File: src/rtl/bp_pkg.sv
// Shared branch-predictor definitions: 2-bit counter encodings, the PHT
// scheduler FSM state type and the update-queue entry layout.
// Queue entries carry a fixed-width index field wide enough for any table
// size in use; the scheduler zero-extends its INDEX_W-bit indices into it.
package bp_pkg;

    localparam logic [1:0] CNT_SNT = 2'b00;  // strongly not-taken
    localparam logic [1:0] CNT_WNT = 2'b01;  // weakly not-taken
    localparam logic [1:0] CNT_WT  = 2'b10;  // weakly taken
    localparam logic [1:0] CNT_ST  = 2'b11;  // strongly taken

    localparam int unsigned PHT_INDEX_MAX_W = 16;

    typedef enum logic {
        ST_INIT,
        ST_RUN
    } pht_state_t;

    typedef struct packed {
        logic [PHT_INDEX_MAX_W-1:0] index;
        logic                       taken;
    } upd_entry_t;

endpackage

File: src/rtl/counter_next_value.sv
// 2-bit saturating counter step (combinational).
// Ports:
//   cur_value  in  2 : current counter value
//   taken      in  1 : resolved outcome, 1 = increment, 0 = decrement
//   next_value out 2 : updated counter, saturating at CNT_ST / CNT_SNT
module counter_next_value
    import bp_pkg::*;
(
    input  logic [1:0] cur_value,
    input  logic       taken,
    output logic [1:0] next_value
);

    always_comb begin
        next_value = cur_value;
        if (taken) begin
            if (cur_value != CNT_ST) begin
                next_value = cur_value + 2'd1;
            end
        end else begin
            if (cur_value != CNT_SNT) begin
                next_value = cur_value - 2'd1;
            end
        end
    end

endmodule

File: src/rtl/pht_update_scheduler.sv
// Pattern history table of 2-bit saturating counters with a scheduler that
// shares the single read port between fetch lookups and queued retire
// updates (drained as read/write two-stage read-modify-write operations).
// Optional build macro: PHT_LOOKUP_BYPASS_EN -- a lookup that coincides with
// a W-stage write to the same index returns the freshly written value.
// Ports:
//   clk, rst                       : clock, synchronous active-high reset
//   lookup_valid/index, lookup_ready : fetch-side lookup handshake
//   predict_valid/taken/counter    : registered lookup result (1-cycle latency)
//   update_valid/index/taken, update_ready : retire-side update handshake
//   init_busy                      : table initialisation sweep in progress
module pht_update_scheduler
    import bp_pkg::*;
#(
    parameter int unsigned INDEX_W     = 6,
    parameter int unsigned QUEUE_DEPTH = 4
) (
    input  logic               clk,
    input  logic               rst,
    input  logic               lookup_valid,
    input  logic [INDEX_W-1:0] lookup_index,
    output logic               lookup_ready,
    output logic               predict_valid,
    output logic               predict_taken,
    output logic [1:0]         predict_counter,
    input  logic               update_valid,
    input  logic [INDEX_W-1:0] update_index,
    input  logic               update_taken,
    output logic               update_ready,
    output logic               init_busy
);

    localparam int unsigned ENTRIES = 1 << INDEX_W;
    localparam int unsigned PTR_W   = $clog2(QUEUE_DEPTH);
    localparam int unsigned CNT_W   = PTR_W + 1;
    localparam logic [CNT_W-1:0]   FULL_COUNT = CNT_W'(QUEUE_DEPTH);
    localparam logic [INDEX_W-1:0] LAST_INDEX = '1;

    logic [1:0]         pht [ENTRIES];
    pht_state_t         state, state_next;
    logic [INDEX_W-1:0] sweep_idx;
    logic               run;

    upd_entry_t         queue [QUEUE_DEPTH];
    logic [PTR_W-1:0]   head, tail;
    logic [CNT_W-1:0]   count;
    upd_entry_t         head_entry;
    logic               full, non_empty, push, pop, lookup_accept;

    logic                       w_valid;
    logic [PHT_INDEX_MAX_W-1:0] w_index;
    logic                       w_taken;
    logic [1:0]                 w_cur, w_next;
    logic [1:0]                 drain_cur, lookup_cur;

    // FSM
    always_ff @(posedge clk) begin
        if (rst) begin
            state     <= ST_INIT;
            sweep_idx <= '0;
        end else begin
            state <= state_next;
            if (state == ST_INIT) begin
                sweep_idx <= sweep_idx + INDEX_W'(1);
            end
        end
    end

    always_comb begin
        state_next = state;
        init_busy  = 1'b0;
        run        = 1'b0;
        case (state)
            ST_INIT: begin
                init_busy = 1'b1;
                if (sweep_idx == LAST_INDEX) begin
                    state_next = ST_RUN;
                end
            end
            ST_RUN:  run = 1'b1;
            default: state_next = ST_INIT;
        endcase
    end

    // Arbitration: a full queue forces a drain; otherwise lookups have priority.
    assign full          = (count == FULL_COUNT);
    assign non_empty     = (count != '0);
    assign update_ready  = run && !full;
    assign lookup_ready  = run && !full;
    assign lookup_accept = lookup_ready && lookup_valid;
    assign push          = update_valid && update_ready;
    assign pop           = run && non_empty && (full || !lookup_valid);

    assign head_entry = queue[head];

    // R stage forwards the W result so back-to-back updates to one index chain.
    assign drain_cur = (w_valid && (w_index == head_entry.index))
                       ? w_next : pht[head_entry.index[INDEX_W-1:0]];

`ifdef PHT_LOOKUP_BYPASS_EN
    assign lookup_cur = (w_valid && (w_index == PHT_INDEX_MAX_W'(lookup_index)))
                        ? w_next : pht[lookup_index];
`else
    assign lookup_cur = pht[lookup_index];
`endif

    // Update queue
    always_ff @(posedge clk) begin
        if (push) begin
            queue[tail] <= '{index: PHT_INDEX_MAX_W'(update_index), taken: update_taken};
        end
    end

    always_ff @(posedge clk) begin
        if (rst) begin
            head  <= '0;
            tail  <= '0;
            count <= '0;
        end else begin
            if (push) begin
                tail <= tail + PTR_W'(1);
            end
            if (pop) begin
                head <= head + PTR_W'(1);
            end
            case ({push, pop})
                2'b10:   count <= count + CNT_W'(1);
                2'b01:   count <= count - CNT_W'(1);
                default: count <= count;
            endcase
        end
    end

    // W stage
    always_ff @(posedge clk) begin
        if (rst) begin
            w_valid <= 1'b0;
        end else begin
            w_valid <= pop;
        end
        if (pop) begin
            w_index <= head_entry.index;
            w_taken <= head_entry.taken;
            w_cur   <= drain_cur;
        end
    end

    counter_next_value u_counter_next_value (
        .cur_value  (w_cur),
        .taken      (w_taken),
        .next_value (w_next)
    );

    // Table writes: the init sweep or the W stage, never both (W is idle in INIT).
    always_ff @(posedge clk) begin
        if (!rst) begin
            if (state == ST_INIT) begin
                pht[sweep_idx] <= CNT_WNT;
            end else if (w_valid) begin
                pht[w_index[INDEX_W-1:0]] <= w_next;
            end
        end
    end

    // Lookup result
    always_ff @(posedge clk) begin
        if (rst) begin
            predict_valid   <= 1'b0;
            predict_counter <= CNT_SNT;
        end else begin
            predict_valid <= lookup_accept;
            if (lookup_accept) begin
                predict_counter <= lookup_cur;
            end
        end
    end

    assign predict_taken = predict_counter[1];

endmodule

File: config.mk
export PLATFORM = sky130hd
export DESIGN_NAME = pht_update_scheduler
export DESIGN_NICKNAME = d
export VERILOG_FILES = /design/src/rtl/bp_pkg.sv /design/src/rtl/counter_next_value.sv /design/src/rtl/pht_update_scheduler.sv
export SDC_FILE = /design/constraint.sdc
export NUM_CORES = 1
export LEC_CHECK = 0
export CORE_MARGIN = 4
export CORE_UTILIZATION = 35
export DETAILED_ROUTE_END_ITERATION = 8
export PLACE_DENSITY = 0.57
export SLEW_MARGIN = 20
export SYNTH_ARGS = -nofsm -noshare
export SYNTH_HDL_FRONTEND = slang
export SYNTH_SLANG_ARGS = --single-unit
File: constraint.sdc
create_clock -name clk -period 2.3 [get_ports clk]
set_input_delay 0.345 -clock clk [delete_from_list [all_inputs] [get_ports clk]]
set_output_delay 0.345 -clock clk [all_outputs]
set_load 0.1 [all_outputs]
==> run metrics <==
status complete, but fails checks; failing checks negative setup slack; WS Path Type register to register; WP data required between 2 and 3 ns; first-pass GRT wire length around 35,000 microns; number of flops mapped to enable cells by yosys 165; Most used DFF post-synth edfxtp_1; slew margin rel. between 70 and 80%; vias in the first global route about 5,800; # setup viols final 2; row cnt between 50 and 60; number of fill cells approximately 2,300; Synth top area share a little under three fifths; commonest non-fill, non-tap cell in the layout edfxtp_1; CP Max Fanout 9; Initial Util a little over a third; synthesized area 8980 sq um; Avg Synthesized Cell Area around 15 sq um; VDD IR max 0.000451 V; Chip Width ~170 microns; CTS buffer count 17; fmax around 0.37 GHz; R2R cell count 8; Worst Setup Start Kind register; drt total wl 22,900 microns; Vias/cell approximately 5.4; Via Count about 5,600; most frequent cells in the layout edfxtp_1, nor2_1, mux2i_1; worst setup path endpoint w_cur[0]; Total Power 6830 uW; Root Driver clkbuf_16; initial drt markers 429; HPWL after DPL 15,500 microns; largest net degree at the start of global routing 65; Placer Congestion ~0.85; hold_ws just under 0.5 ns; Final WS setup -0.437 ns; synth unique cells between 50 and 60; Die ar. roughly 28,000 sq um; clk_lat worst skew around 0.43 ns; multi-input combinational cell area about 3400 sq um; H-tree depth 4; worst slack, placed -0.558 ns; WHS Path Cells 2; cells taking the most area after synthesis edfxtp_1, mux4_2, mux2i_1; core area about 25,000 sq um; Residual DRC 0; Area growth syn-to-layout 20.8%; Final Hold Fails 0; ratio of cells with drive above 1 in the final layout a little over a quarter; CP arrival around 3.0 ns; Slew Limit Fails 0; Mapped Nets 639; Async S/R FF share, synth 0%; Sink Count 185; I/O pin cnt 24; r2r setup slk -0.44 ns; Worst Hold Class register to register; RSZ-0062 raised after global routing yes; antenna violations before repair 0; Total GRT Usage approximately 16%; post-synthesis cell count 615; hold_buf cts 0; PD cells 630 nW/um^2; post-synth top area cell edfxtp_1; clock skew around 0.0090 ns; ANT cells 0; DRT antenna net count 0; # nets final 720; fraction of the cycle the final worst path needs 119%; Synth Register Bits about 190; Reg area about 5400 sq um; Final min period ~2.7 ns; CP endpoint kind register; Max Cap Viol 0; Yosys warnings 0; Slew @ Worst Pin roughly 0.31 ns; drt pass-1 iters 5; worst-case clock buffer depth 2; IO Port Bufs 23; Die Height 168 microns; CTS tree yes; LEAKAGE approximately 0.0038 uW; grt ovf 0; Seq/Total Area, Yosys roughly three fifths; Avg WL per Cell 22.0 microns; Reg clk slew, reported paths 0.07 ns; RR Endpoint w_cur[0]
==> synthesized netlist by cell type (2+ instances only) <==
cell type / n
a211o_1: 2
a211oi_1: 7
a21oi_1: 11
a31oi_1: 5
and2_1: 4
and3_1: 5
buf_1: 6
buf_2: 3
buf_4: 7
buf_6: 6
clkbuf_1: 11
dfxtp_1: 20
edfxtp_1: 165
ha_1: 6
inv_1: 11
mux2_2: 4
mux2i_1: 73
mux4_2: 52
nand2_1: 36
nand2b_1: 5
nand3_1: 9
nand3b_1: 3
nor2_1: 86
nor2b_1: 10
nor4_1: 2
o211ai_1: 2
o21a_1: 3
o21ai_0: 10
o22ai_1: 7
o31ai_1: 4
or2_2: 2
or3_1: 5
xnor2_1: 8
xor2_1: 7
==> metrics by stage <==
| step | TNS, ns | instances | util (%) | cell area, sq um |
|---|---|---|---|---|
| 2_1_floorplan | -6.93 | 615 | - | 9070 |
| 3_5_place_dp | -12.57 | 992 | 39.8 | 10000 |
| 5_1_grt | -1.05 | 1039 | 43.1 | 10900 |
| 3_3_place_gp | -9.78 | 992 | 39.8 | 10000 |
| 4_1_cts | -0.796 | 1036 | 42.9 | 10800 |
| 6_report | -0.803 | 1039 | 43.1 | 10900 |
==> metal layers <==
metal	vias up	global-route usage [%]	part of all wire, %
li1	2547	-	-
met1	2849	21.3	42
met2	181	26.5	49
met3	31	4.72	6.9
met4	0	5.29	2.6
met5	-	0	0
==> critical path, stage by stage, from the launching register on <==
cell       delay (ns)
dfxtp_4          0.39
mux4_4           0.79
bufbuf_16        0.35
mux2i_1          0.13
mux2i_1          0.15
o22ai_1          0.16
o41ai_2          0.29
o2111ai_1        0.17
mux2i_1          0.16
==> power by group <==
part	leakage [uW]	internal (uW)	switching, uW
logic	0.00172	122	133
registers	0.00179	3620	8.97
clock network	0.000287	1630	1320
total	0.00379	5370	1460
==> logic make-up after synthesis <==
group	after synthesis	share of synthesized area, %
DFF	185	59.6
xor gates and xnor gates	15	1.46
AOI/OAI and AO/OA	59	4.39
adders and majority gates	8	1.17
buffers and inverters	46	2.90
and+or+nand+nor	173	8.75
muxes	129	21.7
==> state kept, by name, indices dropped and copies added (netlist names), named ones only <==
register	count
predict_valid	1
count	3
sweep_idx	6
state	1
predict_counter	2
head	2
pht	128
w_taken	1
tail	2
queue	28
w_index	6
w_valid	1
w_cur	2
==> what timing repair did <==
action	in CTS	in global routing
resized for setup	9	4
endpoints found under the setup margin	4	4
pin swaps	0	2
endpoints found under the hold margin	0	0
buffers inserted	8	3
gates cloned	4	0
==> layout make-up <==
type	count	area share, %
multi-input combinational	385	31.7
clock buffer	18	3.96
sequential	185	49.4
timing repair buffer	96	9.14
clock inverter	14	1.55
tap	330	3.81
inverter	11	0.415
==> worst min path at each step <==
stage,from,end,slack (ns)
floorplan,update_taken,queue[0][0],0.44
global placement,predict_counter[0],predict_counter[0],0.45
detailed placement,predict_counter[0],predict_counter[0],0.47
CTS,predict_counter[0],predict_counter[0],0.49
global route,predict_counter[0],predict_counter[0],0.51
finish,predict_counter[0],predict_counter[0],0.48
No activity file was read; power rests on OpenSTA's default activity.
